### config.mk
export PLATFORM = sky130hd
export DESIGN_NAME = edge_dependant_decoder
export DESIGN_NICKNAME = d
export VERILOG_FILES = /design/src/rtl/edge_dependant_pkg.sv /design/src/rtl/edge_dependant_shadow_fsm.sv /design/src/rtl/edge_dependant_decoder.sv
export SDC_FILE = /design/constraint.sdc
export NUM_CORES = 1
export LEC_CHECK = 0
export CORE_MARGIN = 3
export CORE_UTILIZATION = 52
export CTS_BUF_LIST = sky130_fd_sc_hd__clkbuf_4
export CTS_CLUSTER_DIAMETER = 60
export DETAILED_ROUTE_END_ITERATION = 7
export PLACE_DENSITY = 0.81
export SYNTH_ARGS = -nofsm -noshare
export SYNTH_HDL_FRONTEND = slang
export SYNTH_SLANG_ARGS = --single-unit
### constraint.sdc
create_clock -name clk -period 1.7 [get_ports clk]
set_input_delay 0.255 -clock clk [delete_from_list [all_inputs] [get_ports clk]]
set_output_delay 0.255 -clock clk [all_outputs]
set_load 0.02 [all_outputs]
### src/rtl/edge_dependant_pkg.sv
// Shared shadow-state definitions for the edge-dependent line code.
// The encoder and decoder both import this so one transition table serves both ends.
package edge_dependant_pkg;

   typedef enum logic [1:0] {
      ST_A = 2'b00,
      ST_B = 2'b01,
      ST_C = 2'b10,
      ST_D = 2'b11
   } state_e;

   // Only D passes the line bit straight through; A/B/C invert it.
   function automatic logic decode(input state_e s, input logic line_bit);
      return line_bit ^ (s != ST_D);
   endfunction

   function automatic state_e next_state(input state_e s, input logic d);
      state_e ns;
      unique case (s)
         ST_A:    ns = d ? ST_A : ST_D;
         ST_B:    ns = d ? ST_A : ST_C;
         ST_C:    ns = d ? ST_B : ST_D;
         default: ns = d ? ST_D : ST_C;
      endcase
      return ns;
   endfunction

endpackage

### src/rtl/edge_dependant_shadow_fsm.sv
// Shadow copy of the encoder state machine: recovers each input bit from the line bit.
// dec_now_o is the same-cycle decoded bit used by the deserializer; dec_bit_o is its registered copy.
module edge_dependant_shadow_fsm
   import edge_dependant_pkg::*;
(
   input  logic clk,
   input  logic rst,
   input  logic resync_i,
   input  logic enc_valid_i,
   input  logic enc_bit_i,
   output logic take_o,
   output logic dec_now_o,
   output logic dec_bit_o,
   output logic dec_bit_valid_o
);

   state_e state_q, state_d;
   logic   dec_q, dec_d;
   logic   dv_q;

   assign take_o    = enc_valid_i && !resync_i;
   assign dec_now_o = decode(state_q, enc_bit_i);

   always_comb begin
      state_d = state_q;
      dec_d   = dec_q;
      if (resync_i) begin
         state_d = ST_A;
      end else if (enc_valid_i) begin
         state_d = next_state(state_q, dec_now_o);
         dec_d   = dec_now_o;
      end
   end

   always_ff @(posedge clk) begin
      if (!rst) begin
         state_q <= ST_A;
         dec_q   <= 1'b0;
         dv_q    <= 1'b0;
      end else begin
         state_q <= state_d;
         dec_q   <= dec_d;
         dv_q    <= take_o;
      end
   end

   assign dec_bit_o       = dec_q;
   assign dec_bit_valid_o = dv_q;

endmodule

### src/rtl/edge_dependant_decoder.sv
// Edge-dependent line decoder: shadow FSM followed by a WIDTH-bit deserializer
// with a single-entry valid/ready output slot and a sticky overrun flag.
module edge_dependant_decoder
   import edge_dependant_pkg::*;
#(
   parameter int unsigned WIDTH     = 8,
   parameter bit          LSB_FIRST = 1'b1
) (
   input  logic             clk,
   input  logic             rst,
   input  logic             resync,
   input  logic             enc_valid,
   input  logic             enc_bit,
   output logic             dec_bit,
   output logic             dec_bit_valid,
   output logic [WIDTH-1:0] word_out,
   output logic             word_valid,
   input  logic             word_ready,
   output logic             overrun
);

   localparam int unsigned CNT_W = $clog2(WIDTH);
   localparam logic [CNT_W-1:0] CNT_LAST = CNT_W'(WIDTH - 1);

   logic take, dec_now;

   edge_dependant_shadow_fsm u_fsm (
      .clk             (clk),
      .rst             (rst),
      .resync_i        (resync),
      .enc_valid_i     (enc_valid),
      .enc_bit_i       (enc_bit),
      .take_o          (take),
      .dec_now_o       (dec_now),
      .dec_bit_o       (dec_bit),
      .dec_bit_valid_o (dec_bit_valid)
   );

   logic [WIDTH-1:0] shift_q, shift_d, shift_nx;
   logic [CNT_W-1:0] cnt_q, cnt_d;
   logic [WIDTH-1:0] word_q, word_d;
   logic             wvalid_q, wvalid_d;
   logic             ovr_q, ovr_d;
   logic             complete, slot_free;

   always_comb begin
      // LSB-first shifts in at the top so the first bit ends up in bit 0.
      if (LSB_FIRST) shift_nx = {dec_now, shift_q[WIDTH-1:1]};
      else           shift_nx = {shift_q[WIDTH-2:0], dec_now};

      complete  = take && (cnt_q == CNT_LAST);
      slot_free = !wvalid_q || word_ready;

      shift_d  = shift_q;
      cnt_d    = cnt_q;
      word_d   = word_q;
      wvalid_d = wvalid_q;
      ovr_d    = ovr_q;

      if (resync) begin
         cnt_d = '0;
      end else if (take) begin
         shift_d = shift_nx;
         cnt_d   = complete ? '0 : cnt_q + 1'b1;
      end

      if (wvalid_q && word_ready) wvalid_d = 1'b0;
      if (complete) begin
         if (slot_free) begin
            word_d   = shift_nx;
            wvalid_d = 1'b1;
         end else begin
            ovr_d = 1'b1;
         end
      end
   end

   always_ff @(posedge clk) begin
      if (!rst) begin
         shift_q  <= '0;
         cnt_q    <= '0;
         word_q   <= '0;
         wvalid_q <= 1'b0;
         ovr_q    <= 1'b0;
      end else begin
         shift_q  <= shift_d;
         cnt_q    <= cnt_d;
         word_q   <= word_d;
         wvalid_q <= wvalid_d;
         ovr_q    <= ovr_d;
      end
   end

   assign word_out   = word_q;
   assign word_valid = wvalid_q;
   assign overrun    = ovr_q;

endmodule

==> impl_metrics.json <==
{
  "status": "finished clean",
  "place.gp.congestion": 0.780,
  "dr.first_iter.drc_count": 13,
  "worst-path-buf-inv": 1,
  "slowest_delay_ps": 640,
  "grt_pass1_vias": 743,
  "syn_area_um2": 923,
  "worst_ir_drop_vdd_mv": 0.581,
  "worst_pin_slew_ps": 624,
  "internal_power_mw": 0.680,
  "routed_wirelength_um": 1880,
  "antenna_found_initial": 0,
  "syn_inst": 105,
  "dieArea_mm2": 0.00232,
  "numCtsBuffers": 3,
  "period_needed_ps": 1570,
  "avgSynthCellArea_um2": 8.79,
  "via_per_inst": 5.30,
  "critical-path-top-delay-family": "buffers and inverters",
  "slowest_stage": "clkdlybuf4s50_1",
  "clock_latency_ps": 300,
  "path_class": "flop to primary output",
  "nets": 133,
  "min_path_type": "flop to flop",
  "p_leak_nw": 0.413,
  "crit_fanout": 2,
  "fin_skew_ps": 5.03,
  "num_rows": 14,
  "syn_to_final_growth_pct": 23.4,
  "worst-path-stages": 1,
  "fmax_ghz": 0.635,
  "end_kind": "primary output",
  "overflow": 0,
  "grt_max_degree": 13,
  "power.combinational.fraction_pct": 7.0,
  "hold_viol_final": 0,
  "holdWs_ps": 473,
  "p_seq_share_pct": 63.0,
  "core_area_mm2": 0.00159,
  "grt_pass1_wl_um": 3040,
  "p_sw_mw": 0.191,
  "portBuffers": 17,
  "syn_nets": 113,
  "crit_required_ps": 1440,
  "num_antenna_cells": 0,
  "p_clk_share_pct": 30.0,
  "htree_levels": 1,
  "post-route-period-util_pct": 92.6,
  "synth_warnings": 0,
  "yosysSeqAreaShare_pct": 49.9,
  "clk_pin_slew_worst_paths_ps": 120,
  "crit_chain": "clkdlybuf4s50_1",
  "antenna_left": 0,
  "firstDrtPassIters": 4,
  "start_util_pct": 57.9,
  "drc": 0,
  "p_sw_share_pct": 22.0,
  "ys_seq_elements": 23,
  "post_cts_buffers": 0,
  "ff2ff_path_depth": 5,
  "relSlewSlack_pct": 58.3,
  "final_cell_mix": "dfxtp_1, nand2_1, a21oi_1, clkdlybuf4s50_1, o21ai_0",
  "hold_buffers": 0,
  "vias": 785,
  "hold_depth": 2,
  "report.final.slew_viol_count": 0,
  "cts_resized": 0,
  "critPathLaunchType": "flop",
  "p_total_mw": 0.871,
  "track_usage_pct": 18.4,
  "wire_per_inst_um": 12.7,
  "layout_commonest_cell": "dfxtp_1",
  "clkSinkCount": 23,
  "drv_cap": 0,
  "synth_cell_types": 27,
  "cp.arrival_ps": 1320,
  "root_buffer": "clkbuf_4",
  "fin_tns_setup_ps": 0,
  "p_per_area_mw_per_mm2": 764,
  "clk_path_buf_depth": 2,
  "io_pins": 18,
  "nFillCells": 119,
  "dp_hpwl_um": 1430,
  "cts_tree": "yes",
  "die_w_um": 48.1,
  "die_h_um": 48.1,
  "rsz0062_at_grt": "false",
  "setup_viol": 0,
  "drive_above_1_share_pct": 9.68
}
## worst paths after layout
| check | start | endpoint | slack [ps] |
|---|---|---|---|
| worst max-delay path | overrun$_SDFFE_PN0P_ | overrun | 130 |
| worst min-delay path | word_out[6]$_SDFFE_PN0P_ | word_out[6]$_SDFFE_PN0P_ | 470 |
| worst max register to register | cnt_q[0]$_SDFFE_PP0P_ | word_out[5]$_SDFFE_PN0P_ | 190 |
| worst min register to register | word_out[6]$_SDFFE_PN0P_ | word_out[6]$_SDFFE_PN0P_ | 470 |
## metal layers
metal,global-route usage (%),part of all wire [%],up-vias
met2,32.3,49,21
met4,7.53,1.9,0
li1,-,-,400
met5,0,0,-
met1,21.3,44,360
met3,4.06,4.7,4
## final cells by class
| class | instances | area [um^2] | share of cell area [%] |
|---|---|---|---|
| Sequential cell | 23 | 460 | 40.4 |
| Multi-Input combinational cell | 74 | 415 | 36.4 |
| Timing Repair Buffer | 20 | 193 | 16.9 |
| Clock buffer | 4 | 30.0 | 2.63 |
| Tap cell | 24 | 30.0 | 2.63 |
| Inverter | 3 | 11.3 | 0.988 |
## logic make-up after synthesis
group	synth area share [%]
muxes	1.08
xor gates and xnor gates	0.949
DFF	49.9
buffers and inverters	5.15
adders and majority gates	2.71
AOI/OAI and AO/OA	19.0
and+or+nand+nor	21.3
## power groups by stage
stage	Sequential, mW	Clock (mW)	Combinational [mW]
after floorplan	0.563	0	0.0304
after global placement	0.561	0	0.0584
after detailed placement	0.561	0	0.0603
after CTS	0.549	0.264	0.0607
after global routing	0.550	0.283	0.0656
final	0.549	0.261	0.0611
## flip-flops by register name (all words and copies together) (netlist names)
| signal | cells |
|---|---|
| u_fsm.dec_bit_valid_o | 1 |
| overrun | 1 |
| word_out | 8 |
| u_fsm.state_q | 2 |
| word_valid | 1 |
| shift_q | 7 |
| cnt_q | 3 |
## tightest hold or removal path, stage by stage, from the launching register on
cell and delay [ps]:
dfxtp_1 330, nand2_1 50, mux2i_1 50
## through the flow
step | utilization, % | setup slack [ps] | std cells | instance area (um^2)
2_1_floorplan | - | 406 | 105 | 923
3_3_place_gp | 69.6 | 147 | 144 | 1110
3_5_place_dp | 69.6 | 41.7 | 144 | 1110
4_1_cts | 71.5 | 124 | 148 | 1140
5_1_grt | 71.5 | 44.2 | 148 | 1140
6_report | 71.5 | 126 | 148 | 1140
## synthesized netlist by cell type
library cell	instances	area, um^2
mux2i_1	1	10.0
or2b_2	1	8.76
o211ai_1	1	7.51
nand2b_1	2	12.5
nor2_1	4	15.0
buf_2	2	10.0
o21ai_0	7	35.0
and3b_1	1	8.76
nand3b_1	2	15.0
nor3b_1	1	7.51
ha_1	2	25.0
dfxtp_1	23	460
inv_2	1	3.75
inv_1	2	7.51
o41ai_2	1	16.3
nand3_1	6	30.0
nor2b_1	2	12.5
nand3b_2	1	11.3
buf_6	2	22.5
o21a_1	1	7.51
a21oi_1	17	85.1
o22ai_1	1	6.26
nand2_1	20	75.1
a311oi_1	1	8.76
xnor2_1	1	8.76
a21oi_2	1	8.76
clkbuf_1	1	3.75
Note: power is estimated with default switching activity, not from simulation.
